`src/rtl/issue_queue_jmp_pkg.sv`:
```
// Shared widths and entry layout for the jump/branch-pipe issue queue.
package issue_queue_jmp_pkg;
   localparam int TAG_W = 6;
   localparam int POS_W = 6;
   localparam int F3_W  = 3;
   localparam int F7_W  = 7;
   localparam int REG_W = 5;
   localparam int PC_W  = 32;

   typedef struct packed {
      logic [POS_W-1:0] pos;
      logic [TAG_W-1:0] prd;
      logic [TAG_W-1:0] prs1;
      logic [TAG_W-1:0] prs2;
      logic             prs1_valid;
      logic             prs2_valid;
      logic [F3_W-1:0]  funct3;
      logic [F7_W-1:0]  funct7;
      logic [REG_W-1:0] rs1;
      logic [REG_W-1:0] rs2;
      logic [REG_W-1:0] rd;
      logic [PC_W-1:0]  pc;
      logic             rdy1;
      logic             rdy2;
   } jmp_iq_entry_t;

   // A source is satisfied when unused, already ready, or hit this cycle.
   function automatic logic src_ok(logic used, logic rdy, logic hit);
      return !used || rdy || hit;
   endfunction
endpackage

```
`src/rtl/issue_queue_jmp_if.sv`:
```
// Dispatch, ALU wakeup and issue bundle between the rename/dispatch side and the jump-pipe queue.
interface issue_queue_jmp_if;
   import issue_queue_jmp_pkg::*;

   logic             disp_valid;
   logic             disp_ready;
   logic [POS_W-1:0] disp_pos;
   logic [TAG_W-1:0] disp_prd, disp_prs1, disp_prs2;
   logic             disp_prs1_valid, disp_prs2_valid;
   logic             disp_prs1_rdy, disp_prs2_rdy;
   logic [F3_W-1:0]  disp_funct3;
   logic [F7_W-1:0]  disp_funct7;
   logic [REG_W-1:0] disp_rs1, disp_rs2, disp_rd;
   logic [PC_W-1:0]  disp_pc;

   logic             alu_wake_valid;
   logic [TAG_W-1:0] alu_wake_prd;

   logic             req_issue;
   logic [POS_W-1:0] pos_issue;
   logic [TAG_W-1:0] prd_issue, prs1_issue, prs2_issue;
   logic             prs1_valid_issue, prs2_valid_issue;
   logic [F3_W-1:0]  funct3_issue;
   logic [F7_W-1:0]  funct7_issue;
   logic [REG_W-1:0] rs1_issue, rs2_issue, rd_issue;
   logic [PC_W-1:0]  pc_issue;
   logic             alubypass1_issue, alubypass2_issue;
   logic             jmpbypass1_issue, jmpbypass2_issue;

   modport master (
      output disp_valid, disp_pos, disp_prd, disp_prs1, disp_prs2,
             disp_prs1_valid, disp_prs2_valid, disp_prs1_rdy, disp_prs2_rdy,
             disp_funct3, disp_funct7, disp_rs1, disp_rs2, disp_rd, disp_pc,
             alu_wake_valid, alu_wake_prd,
      input  disp_ready, req_issue, pos_issue, prd_issue, prs1_issue, prs2_issue,
             prs1_valid_issue, prs2_valid_issue, funct3_issue, funct7_issue,
             rs1_issue, rs2_issue, rd_issue, pc_issue,
             alubypass1_issue, alubypass2_issue, jmpbypass1_issue, jmpbypass2_issue
   );

   modport slave (
      input  disp_valid, disp_pos, disp_prd, disp_prs1, disp_prs2,
             disp_prs1_valid, disp_prs2_valid, disp_prs1_rdy, disp_prs2_rdy,
             disp_funct3, disp_funct7, disp_rs1, disp_rs2, disp_rd, disp_pc,
             alu_wake_valid, alu_wake_prd,
      output disp_ready, req_issue, pos_issue, prd_issue, prs1_issue, prs2_issue,
             prs1_valid_issue, prs2_valid_issue, funct3_issue, funct7_issue,
             rs1_issue, rs2_issue, rd_issue, pc_issue,
             alubypass1_issue, alubypass2_issue, jmpbypass1_issue, jmpbypass2_issue
   );
endinterface

```
`src/rtl/issue_queue_jmp_tag_match.sv`:
```
// Compares two source tags against the ALU and jump-pipe wakeup broadcasts.
module tag_match
   import issue_queue_jmp_pkg::*;
(
   input  logic [TAG_W-1:0] prs1,
   input  logic [TAG_W-1:0] prs2,
   input  logic             alu_valid,
   input  logic [TAG_W-1:0] alu_prd,
   input  logic             jmp_valid,
   input  logic [TAG_W-1:0] jmp_prd,
   output logic [1:0]       alu_hit,
   output logic [1:0]       jmp_hit
);
   assign alu_hit = {alu_valid && (alu_prd == prs2), alu_valid && (alu_prd == prs1)};
   assign jmp_hit = {jmp_valid && (jmp_prd == prs2), jmp_valid && (jmp_prd == prs1)};
endmodule

```
`src/rtl/issue_queue_jmp.sv`:
```
// In-order jump/branch issue queue: oldest entry issues once its sources are ready or woken this cycle.
module issue_queue_jmp
   import issue_queue_jmp_pkg::*;
#(
   parameter int DEPTH = 8,
   parameter int PTR_W = $clog2(DEPTH)
) (
   input logic               clk,
   input logic               reset,
   input logic               flush_iq,
   issue_queue_jmp_if.slave  bus
);
   jmp_iq_entry_t    q [DEPTH];
   logic [PTR_W-1:0] head, tail;
   logic [PTR_W:0]   count;

   logic [DEPTH-1:0] live;
   logic [1:0]       alu_hit [DEPTH];
   logic [1:0]       jmp_hit [DEPTH];
   logic [1:0]       d_alu, d_jmp;
   jmp_iq_entry_t    hd, new_ent;
   logic             go, push;
   logic             jmp_wv;
   logic [TAG_W-1:0] jmp_wp;

   assign hd = q[head];

   for (genvar g = 0; g < DEPTH; g++) begin : g_ent
      logic [PTR_W-1:0] rel;
      assign rel     = PTR_W'(g) - head;
      assign live[g] = {1'b0, rel} < count;

      tag_match u_tm (
         .prs1      (q[g].prs1),
         .prs2      (q[g].prs2),
         .alu_valid (bus.alu_wake_valid),
         .alu_prd   (bus.alu_wake_prd),
         .jmp_valid (jmp_wv),
         .jmp_prd   (jmp_wp),
         .alu_hit   (alu_hit[g]),
         .jmp_hit   (jmp_hit[g])
      );
   end

   tag_match u_disp_tm (
      .prs1      (bus.disp_prs1),
      .prs2      (bus.disp_prs2),
      .alu_valid (bus.alu_wake_valid),
      .alu_prd   (bus.alu_wake_prd),
      .jmp_valid (jmp_wv),
      .jmp_prd   (jmp_wp),
      .alu_hit   (d_alu),
      .jmp_hit   (d_jmp)
   );

   // The jump-pipe broadcast comes from the head itself, so only the ALU
   // broadcast can complete the head's operands; this also keeps go loop-free.
   assign go     = (count != '0)
                   && src_ok(hd.prs1_valid, hd.rdy1, alu_hit[head][0])
                   && src_ok(hd.prs2_valid, hd.rdy2, alu_hit[head][1]);
   assign jmp_wv = go && (hd.rd != '0);
   assign jmp_wp = hd.prd;

   assign bus.disp_ready = (count != (PTR_W+1)'(DEPTH));
   assign push           = bus.disp_valid && bus.disp_ready;

   always_comb begin
      new_ent            = '0;
      new_ent.pos        = bus.disp_pos;
      new_ent.prd        = bus.disp_prd;
      new_ent.prs1       = bus.disp_prs1;
      new_ent.prs2       = bus.disp_prs2;
      new_ent.prs1_valid = bus.disp_prs1_valid;
      new_ent.prs2_valid = bus.disp_prs2_valid;
      new_ent.funct3     = bus.disp_funct3;
      new_ent.funct7     = bus.disp_funct7;
      new_ent.rs1        = bus.disp_rs1;
      new_ent.rs2        = bus.disp_rs2;
      new_ent.rd         = bus.disp_rd;
      new_ent.pc         = bus.disp_pc;
      new_ent.rdy1       = src_ok(bus.disp_prs1_valid, bus.disp_prs1_rdy, d_alu[0] || d_jmp[0]);
      new_ent.rdy2       = src_ok(bus.disp_prs2_valid, bus.disp_prs2_rdy, d_alu[1] || d_jmp[1]);
   end

   always_ff @(posedge clk) begin
      if (reset) begin
         head  <= '0;
         tail  <= '0;
         count <= '0;
         for (int i = 0; i < DEPTH; i++) q[i] <= '0;
      end else if (flush_iq) begin
         head  <= '0;
         tail  <= '0;
         count <= '0;
      end else begin
         for (int i = 0; i < DEPTH; i++) begin
            if (live[i] && q[i].prs1_valid && (alu_hit[i][0] || jmp_hit[i][0])) q[i].rdy1 <= 1'b1;
            if (live[i] && q[i].prs2_valid && (alu_hit[i][1] || jmp_hit[i][1])) q[i].rdy2 <= 1'b1;
         end
         if (push) begin
            q[tail] <= new_ent;
            tail    <= tail + 1'b1;
         end
         if (go) head <= head + 1'b1;
         count <= count + {{PTR_W{1'b0}}, push} - {{PTR_W{1'b0}}, go};
      end
   end

   assign bus.req_issue        = go;
   assign bus.pos_issue        = hd.pos;
   assign bus.prd_issue        = hd.prd;
   assign bus.prs1_issue       = hd.prs1;
   assign bus.prs2_issue       = hd.prs2;
   assign bus.prs1_valid_issue = hd.prs1_valid;
   assign bus.prs2_valid_issue = hd.prs2_valid;
   assign bus.funct3_issue     = hd.funct3;
   assign bus.funct7_issue     = hd.funct7;
   assign bus.rs1_issue        = hd.rs1;
   assign bus.rs2_issue        = hd.rs2;
   assign bus.rd_issue         = hd.rd;
   assign bus.pc_issue         = hd.pc;

   assign bus.alubypass1_issue = hd.prs1_valid && !hd.rdy1 && alu_hit[head][0];
   assign bus.alubypass2_issue = hd.prs2_valid && !hd.rdy2 && alu_hit[head][1];
   assign bus.jmpbypass1_issue = hd.prs1_valid && !hd.rdy1 && !alu_hit[head][0] && jmp_hit[head][0];
   assign bus.jmpbypass2_issue = hd.prs2_valid && !hd.rdy2 && !alu_hit[head][1] && jmp_hit[head][1];
endmodule

```
`src/flat_wrapper.sv`:
```
// flat-port wrapper written by rule: the top's interface ports become plain ports
module issue_queue_jmp_flat import issue_queue_jmp_pkg::*;
#(
   parameter int DEPTH = 8,
   parameter int PTR_W = $clog2(DEPTH)
)
  (clk, reset, flush_iq, bus_disp_valid, bus_disp_pos, bus_disp_prd, bus_disp_prs1, bus_disp_prs2, bus_disp_prs1_valid, bus_disp_prs2_valid, bus_disp_prs1_rdy, bus_disp_prs2_rdy, bus_disp_funct3, bus_disp_funct7, bus_disp_rs1, bus_disp_rs2, bus_disp_rd, bus_disp_pc, bus_alu_wake_valid, bus_alu_wake_prd, bus_disp_ready, bus_req_issue, bus_pos_issue, bus_prd_issue, bus_prs1_issue, bus_prs2_issue, bus_prs1_valid_issue, bus_prs2_valid_issue, bus_funct3_issue, bus_funct7_issue, bus_rs1_issue, bus_rs2_issue, bus_rd_issue, bus_pc_issue, bus_alubypass1_issue, bus_alubypass2_issue, bus_jmpbypass1_issue, bus_jmpbypass2_issue);
  issue_queue_jmp_if bus_i ();
  input logic clk;
  input logic reset;
  input logic flush_iq;
  input wire logic [$bits(bus_i.disp_valid)-1:0] bus_disp_valid;
  input wire logic [$bits(bus_i.disp_pos)-1:0] bus_disp_pos;
  input wire logic [$bits(bus_i.disp_prd)-1:0] bus_disp_prd;
  input wire logic [$bits(bus_i.disp_prs1)-1:0] bus_disp_prs1;
  input wire logic [$bits(bus_i.disp_prs2)-1:0] bus_disp_prs2;
  input wire logic [$bits(bus_i.disp_prs1_valid)-1:0] bus_disp_prs1_valid;
  input wire logic [$bits(bus_i.disp_prs2_valid)-1:0] bus_disp_prs2_valid;
  input wire logic [$bits(bus_i.disp_prs1_rdy)-1:0] bus_disp_prs1_rdy;
  input wire logic [$bits(bus_i.disp_prs2_rdy)-1:0] bus_disp_prs2_rdy;
  input wire logic [$bits(bus_i.disp_funct3)-1:0] bus_disp_funct3;
  input wire logic [$bits(bus_i.disp_funct7)-1:0] bus_disp_funct7;
  input wire logic [$bits(bus_i.disp_rs1)-1:0] bus_disp_rs1;
  input wire logic [$bits(bus_i.disp_rs2)-1:0] bus_disp_rs2;
  input wire logic [$bits(bus_i.disp_rd)-1:0] bus_disp_rd;
  input wire logic [$bits(bus_i.disp_pc)-1:0] bus_disp_pc;
  input wire logic [$bits(bus_i.alu_wake_valid)-1:0] bus_alu_wake_valid;
  input wire logic [$bits(bus_i.alu_wake_prd)-1:0] bus_alu_wake_prd;
  output wire logic [$bits(bus_i.disp_ready)-1:0] bus_disp_ready;
  output wire logic [$bits(bus_i.req_issue)-1:0] bus_req_issue;
  output wire logic [$bits(bus_i.pos_issue)-1:0] bus_pos_issue;
  output wire logic [$bits(bus_i.prd_issue)-1:0] bus_prd_issue;
  output wire logic [$bits(bus_i.prs1_issue)-1:0] bus_prs1_issue;
  output wire logic [$bits(bus_i.prs2_issue)-1:0] bus_prs2_issue;
  output wire logic [$bits(bus_i.prs1_valid_issue)-1:0] bus_prs1_valid_issue;
  output wire logic [$bits(bus_i.prs2_valid_issue)-1:0] bus_prs2_valid_issue;
  output wire logic [$bits(bus_i.funct3_issue)-1:0] bus_funct3_issue;
  output wire logic [$bits(bus_i.funct7_issue)-1:0] bus_funct7_issue;
  output wire logic [$bits(bus_i.rs1_issue)-1:0] bus_rs1_issue;
  output wire logic [$bits(bus_i.rs2_issue)-1:0] bus_rs2_issue;
  output wire logic [$bits(bus_i.rd_issue)-1:0] bus_rd_issue;
  output wire logic [$bits(bus_i.pc_issue)-1:0] bus_pc_issue;
  output wire logic [$bits(bus_i.alubypass1_issue)-1:0] bus_alubypass1_issue;
  output wire logic [$bits(bus_i.alubypass2_issue)-1:0] bus_alubypass2_issue;
  output wire logic [$bits(bus_i.jmpbypass1_issue)-1:0] bus_jmpbypass1_issue;
  output wire logic [$bits(bus_i.jmpbypass2_issue)-1:0] bus_jmpbypass2_issue;
  assign bus_i.disp_valid = bus_disp_valid;
  assign bus_i.disp_pos = bus_disp_pos;
  assign bus_i.disp_prd = bus_disp_prd;
  assign bus_i.disp_prs1 = bus_disp_prs1;
  assign bus_i.disp_prs2 = bus_disp_prs2;
  assign bus_i.disp_prs1_valid = bus_disp_prs1_valid;
  assign bus_i.disp_prs2_valid = bus_disp_prs2_valid;
  assign bus_i.disp_prs1_rdy = bus_disp_prs1_rdy;
  assign bus_i.disp_prs2_rdy = bus_disp_prs2_rdy;
  assign bus_i.disp_funct3 = bus_disp_funct3;
  assign bus_i.disp_funct7 = bus_disp_funct7;
  assign bus_i.disp_rs1 = bus_disp_rs1;
  assign bus_i.disp_rs2 = bus_disp_rs2;
  assign bus_i.disp_rd = bus_disp_rd;
  assign bus_i.disp_pc = bus_disp_pc;
  assign bus_i.alu_wake_valid = bus_alu_wake_valid;
  assign bus_i.alu_wake_prd = bus_alu_wake_prd;
  assign bus_disp_ready = bus_i.disp_ready;
  assign bus_req_issue = bus_i.req_issue;
  assign bus_pos_issue = bus_i.pos_issue;
  assign bus_prd_issue = bus_i.prd_issue;
  assign bus_prs1_issue = bus_i.prs1_issue;
  assign bus_prs2_issue = bus_i.prs2_issue;
  assign bus_prs1_valid_issue = bus_i.prs1_valid_issue;
  assign bus_prs2_valid_issue = bus_i.prs2_valid_issue;
  assign bus_funct3_issue = bus_i.funct3_issue;
  assign bus_funct7_issue = bus_i.funct7_issue;
  assign bus_rs1_issue = bus_i.rs1_issue;
  assign bus_rs2_issue = bus_i.rs2_issue;
  assign bus_rd_issue = bus_i.rd_issue;
  assign bus_pc_issue = bus_i.pc_issue;
  assign bus_alubypass1_issue = bus_i.alubypass1_issue;
  assign bus_alubypass2_issue = bus_i.alubypass2_issue;
  assign bus_jmpbypass1_issue = bus_i.jmpbypass1_issue;
  assign bus_jmpbypass2_issue = bus_i.jmpbypass2_issue;
  issue_queue_jmp #(.DEPTH(DEPTH), .PTR_W(PTR_W)) u_core (.clk(clk), .reset(reset), .flush_iq(flush_iq), .bus(bus_i));
endmodule
```
`config.mk`:
```
export PLATFORM = sky130hd
export DESIGN_NAME = issue_queue_jmp_flat
export DESIGN_NICKNAME = d
export VERILOG_FILES = /design/src/rtl/issue_queue_jmp_pkg.sv /design/src/rtl/issue_queue_jmp_if.sv /design/src/rtl/issue_queue_jmp_tag_match.sv /design/src/rtl/issue_queue_jmp.sv /design/src/flat_wrapper.sv
export SDC_FILE = /design/constraint.sdc
export NUM_CORES = 1
export LEC_CHECK = 0
export CORE_MARGIN = 3
export CORE_UTILIZATION = 38
export DETAILED_ROUTE_END_ITERATION = 10
export PLACE_DENSITY_LB_ADDON = 0.05
export SYNTH_ARGS = -nofsm -noshare
export SYNTH_HDL_FRONTEND = slang
export SYNTH_SLANG_ARGS = --single-unit
```
`constraint.sdc`:
```
create_clock -name clk -period 6.2 [get_ports clk]
set_input_delay 1.24 -clock clk [delete_from_list [all_inputs] [get_ports clk]]
set_output_delay 1.24 -clock clk [all_outputs]
set_load 0.05 [all_outputs]
```
==> results.toml <==
[clock_tree]
cts-root-buf = "clkbuf_16"
numCtsBuffers = 82
cts_tree = "yes"
clock_latency_ns = 0.64
clk_pin_slew_ns = 0.06
clock_path_buffers = 3
cts_hold_buf = 0
postCtsSetupRepairBufs = 0
cts_resized = 0
cts_sinks = 693
htreeDepth = 3

[detailed_routing]
drt_first_iter_violations = 1629
ant_nets = 0
vias = 20331
drc = 0
wl_per_cell_um = 28.1
viasPerCell = 5.41
wl_um = 106000
first_pass_iters = 5

[die]
initial_core_util_pct = 38.7
dieWidth_um = 308
io_pins = 185
core_region_area_mm2 = 0.0893
chipHeight_um = 308
rows = 109
dieArea_mm2 = 0.0946

[setup_path]
start_kind = "input pin"
worst-setup-path-type = "input pin to primary output"
cpPeakStageDelay_ns = 0.91
cp.required_ns = 4.96
crit_path_end_kind = "primary output"
worstPathMaxFanout = 10
cp.arrival_ns = 4.44
crit_slowest_cell = "clkdlybuf4s50_1"
cp_cell_sequence = "clkdlybuf4s50_1 > xnor2_1 > nand3_1 > nor4_1 > o32ai_1 > o41a_4 > nor3_4 > buf_12"
cp-startpoint = "bus_alu_wake_prd[0]"

[global_routing]
met2_usage_pct = 36.0
met1_usage_pct = 32.1
grt.busiest_layer = "met2"
grt_max_degree = 72
grtUsageMet3_pct = 4.14
track_usage_pct = 22.5
antenna_found_initial = 10
grt_pass1_wl_um = 155000
overflow = 0
grt_pass1_vias = 21550

[yosys]
synth_seq_cells = 693
synth-edff-count = 670
synth.avg_cell_area_um2 = 14.7
syn_inst = 2359
synth_top_area_share_pct = 58.2
synthMostInstantiatedCell = "and2_1"
synth_common_cells = "and2_1, edfxtp_1, mux4_2, xnor2_1, xor2_1"
yosys_warnings = 0
async_flop_share_pct = 0
synth_area_leaders = "edfxtp_1, and2_1, mux4_2"
seq_area_frac_synth_pct = 59.5
synth_area_mm2 = 0.0346
synth_cell_types = 73
synth_flop_cell = "edfxtp_1"
synth.largest_area_cell = "edfxtp_1"

[timing]
fin_crit_ns = 5.68
skew_ns = 0.0252
tightest_slew_ns = 1.12
drv_slew = 0
hold_violations = 0
fmax_ghz = 0.176
setup-tns-final_ns = 0
finalSetupViolations = 0
setup_slack_ns = 0.525
max_slew_margin_pct = 25.0
rsz0062_at_grt = "false"
finalCritPeriodShare_pct = 91.5

[pwr]
leakagePower_nw = 14.1
p_per_area_mw_per_mm2 = 309
vdd_drop_max_uv = 191

[job]
maxCapViolCount = 0

[finish]
area_delta_synth_final_pct = 16.4
drive_above_1_share_pct = 17.7
fillers = 7951
fin_nets = 2642

[outcome]
outcome = "complete, no violations"

[min_path]
worstHoldStart = "u_core.q[4][1]"
min_path_type = "register to register"

[placed_design]
gp_congestion = 0.871
io_buffer_count = 182
hpwl_um = 62600
preCtsSetupSlack_ns = 0.586
[flip-flops by register name, summed over array words and instances, names as in the netlist, named ones only]
signal	flops
u_core.q	680
u_core.count	4
u_core.head	3
u_core.tail	3
[final cells by class]
type	instances	area [um2]	share of cell area, %
flip-flops and latches	693	20600	51.2
multi-input cells	1462	13000	32.4
repair buffers	246	2420	6.01
clock buffers	101	2170	5.38
well taps	1165	1460	3.62
clock inverters	44	365	0.908
inverters	39	178	0.442
diodes	6	15.0	0.0373
[cell usage in the layout, fill, tap and decap left out, types with 6 or more instances in the layout]
cell type / n
mux4_2: 161
nand4_1: 31
nor3_1: 18
edfxtp_1: 670
nand2_1: 20
buf_12: 10
xor2_1: 102
clkbuf_1: 17
clkinv_1: 20
clkinv_2: 13
dfxtp_1: 20
o211ai_1: 7
a21o_1: 7
mux2_2: 73
buf_4: 57
inv_4: 7
inv_1: 30
a32oi_1: 6
a21oi_1: 22
nor4_1: 22
nor3b_1: 6
mux2i_1: 33
ha_1: 21
clkbuf_16: 84
o21ai_0: 9
and2_1: 671
clkdlybuf4s50_1: 179
nand3_1: 13
xnor2_1: 121
nor2_1: 38
diode_2: 6
[path summary, 6_finish.rpt]
kind,end,slack [ns],cells past startpoint
worst max-delay path,bus_req_issue,0.52,8
worst min register to register,u_core.q[4][1],0.49,2
worst min-delay path,u_core.q[4][1],0.49,2
worst max register to register,u_core.q[5][1],1.87,8
[through the flow]
step	util [%]	total power [mW]	instances	hold slack (ns)	cell area (um2)
after CTS	45.0	12.6	3750	0.494	40200
after floorplan	-	7.11	2360	0.449	34600
after detailed placement	42.2	7.94	3605	0.478	37700
final	45.0	12.4	3756	0.494	40200
after global placement	42.2	7.93	3605	0.461	37700
after global routing	45.0	12.9	3751	0.522	40200
[worst max-delay path, delay by kind of cell]
| kind | cells | cell delay [ns] |
|---|---|---|
| buf+inv | 2 | 1.12 |
| simple gates | 3 | 1.26 |
| compound gates | 2 | 0.62 |
| xor+xnor | 1 | 0.19 |
[report_power, final]
| part | leakage [nW] | switching, mW | internal (mW) | total, mW |
|---|---|---|---|---|
| sequential | 7.11 | 0.127 | 5.33 | 5.46 |
| combinational | 5.73 | 1.43 | 0.935 | 2.37 |
| clock | 1.24 | 1.93 | 2.69 | 4.61 |
| total | 14.1 | 3.49 | 8.95 | 12.4 |
[routing by layer]
layer / wire length (um) / part of all wire [%]
met1: 48100 / 46
met2: 49400 / 47
met3: 5930 / 5.6
met4: 2180 / 2.1
met5: 78 / 0.074
[logic make-up after synthesis]
logic type | after synthesis | share of synthesized area, %
simple gates | 857 | 15.2
flops | 693 | 59.5
mux | 267 | 13.8
xor+xnor | 223 | 5.65
buf+inv | 205 | 2.92
compound gates | 91 | 2.04
fa+ha+maj | 22 | 0.818
other cells | 1 | 0.0108
(Power assumes the default switching activity.)
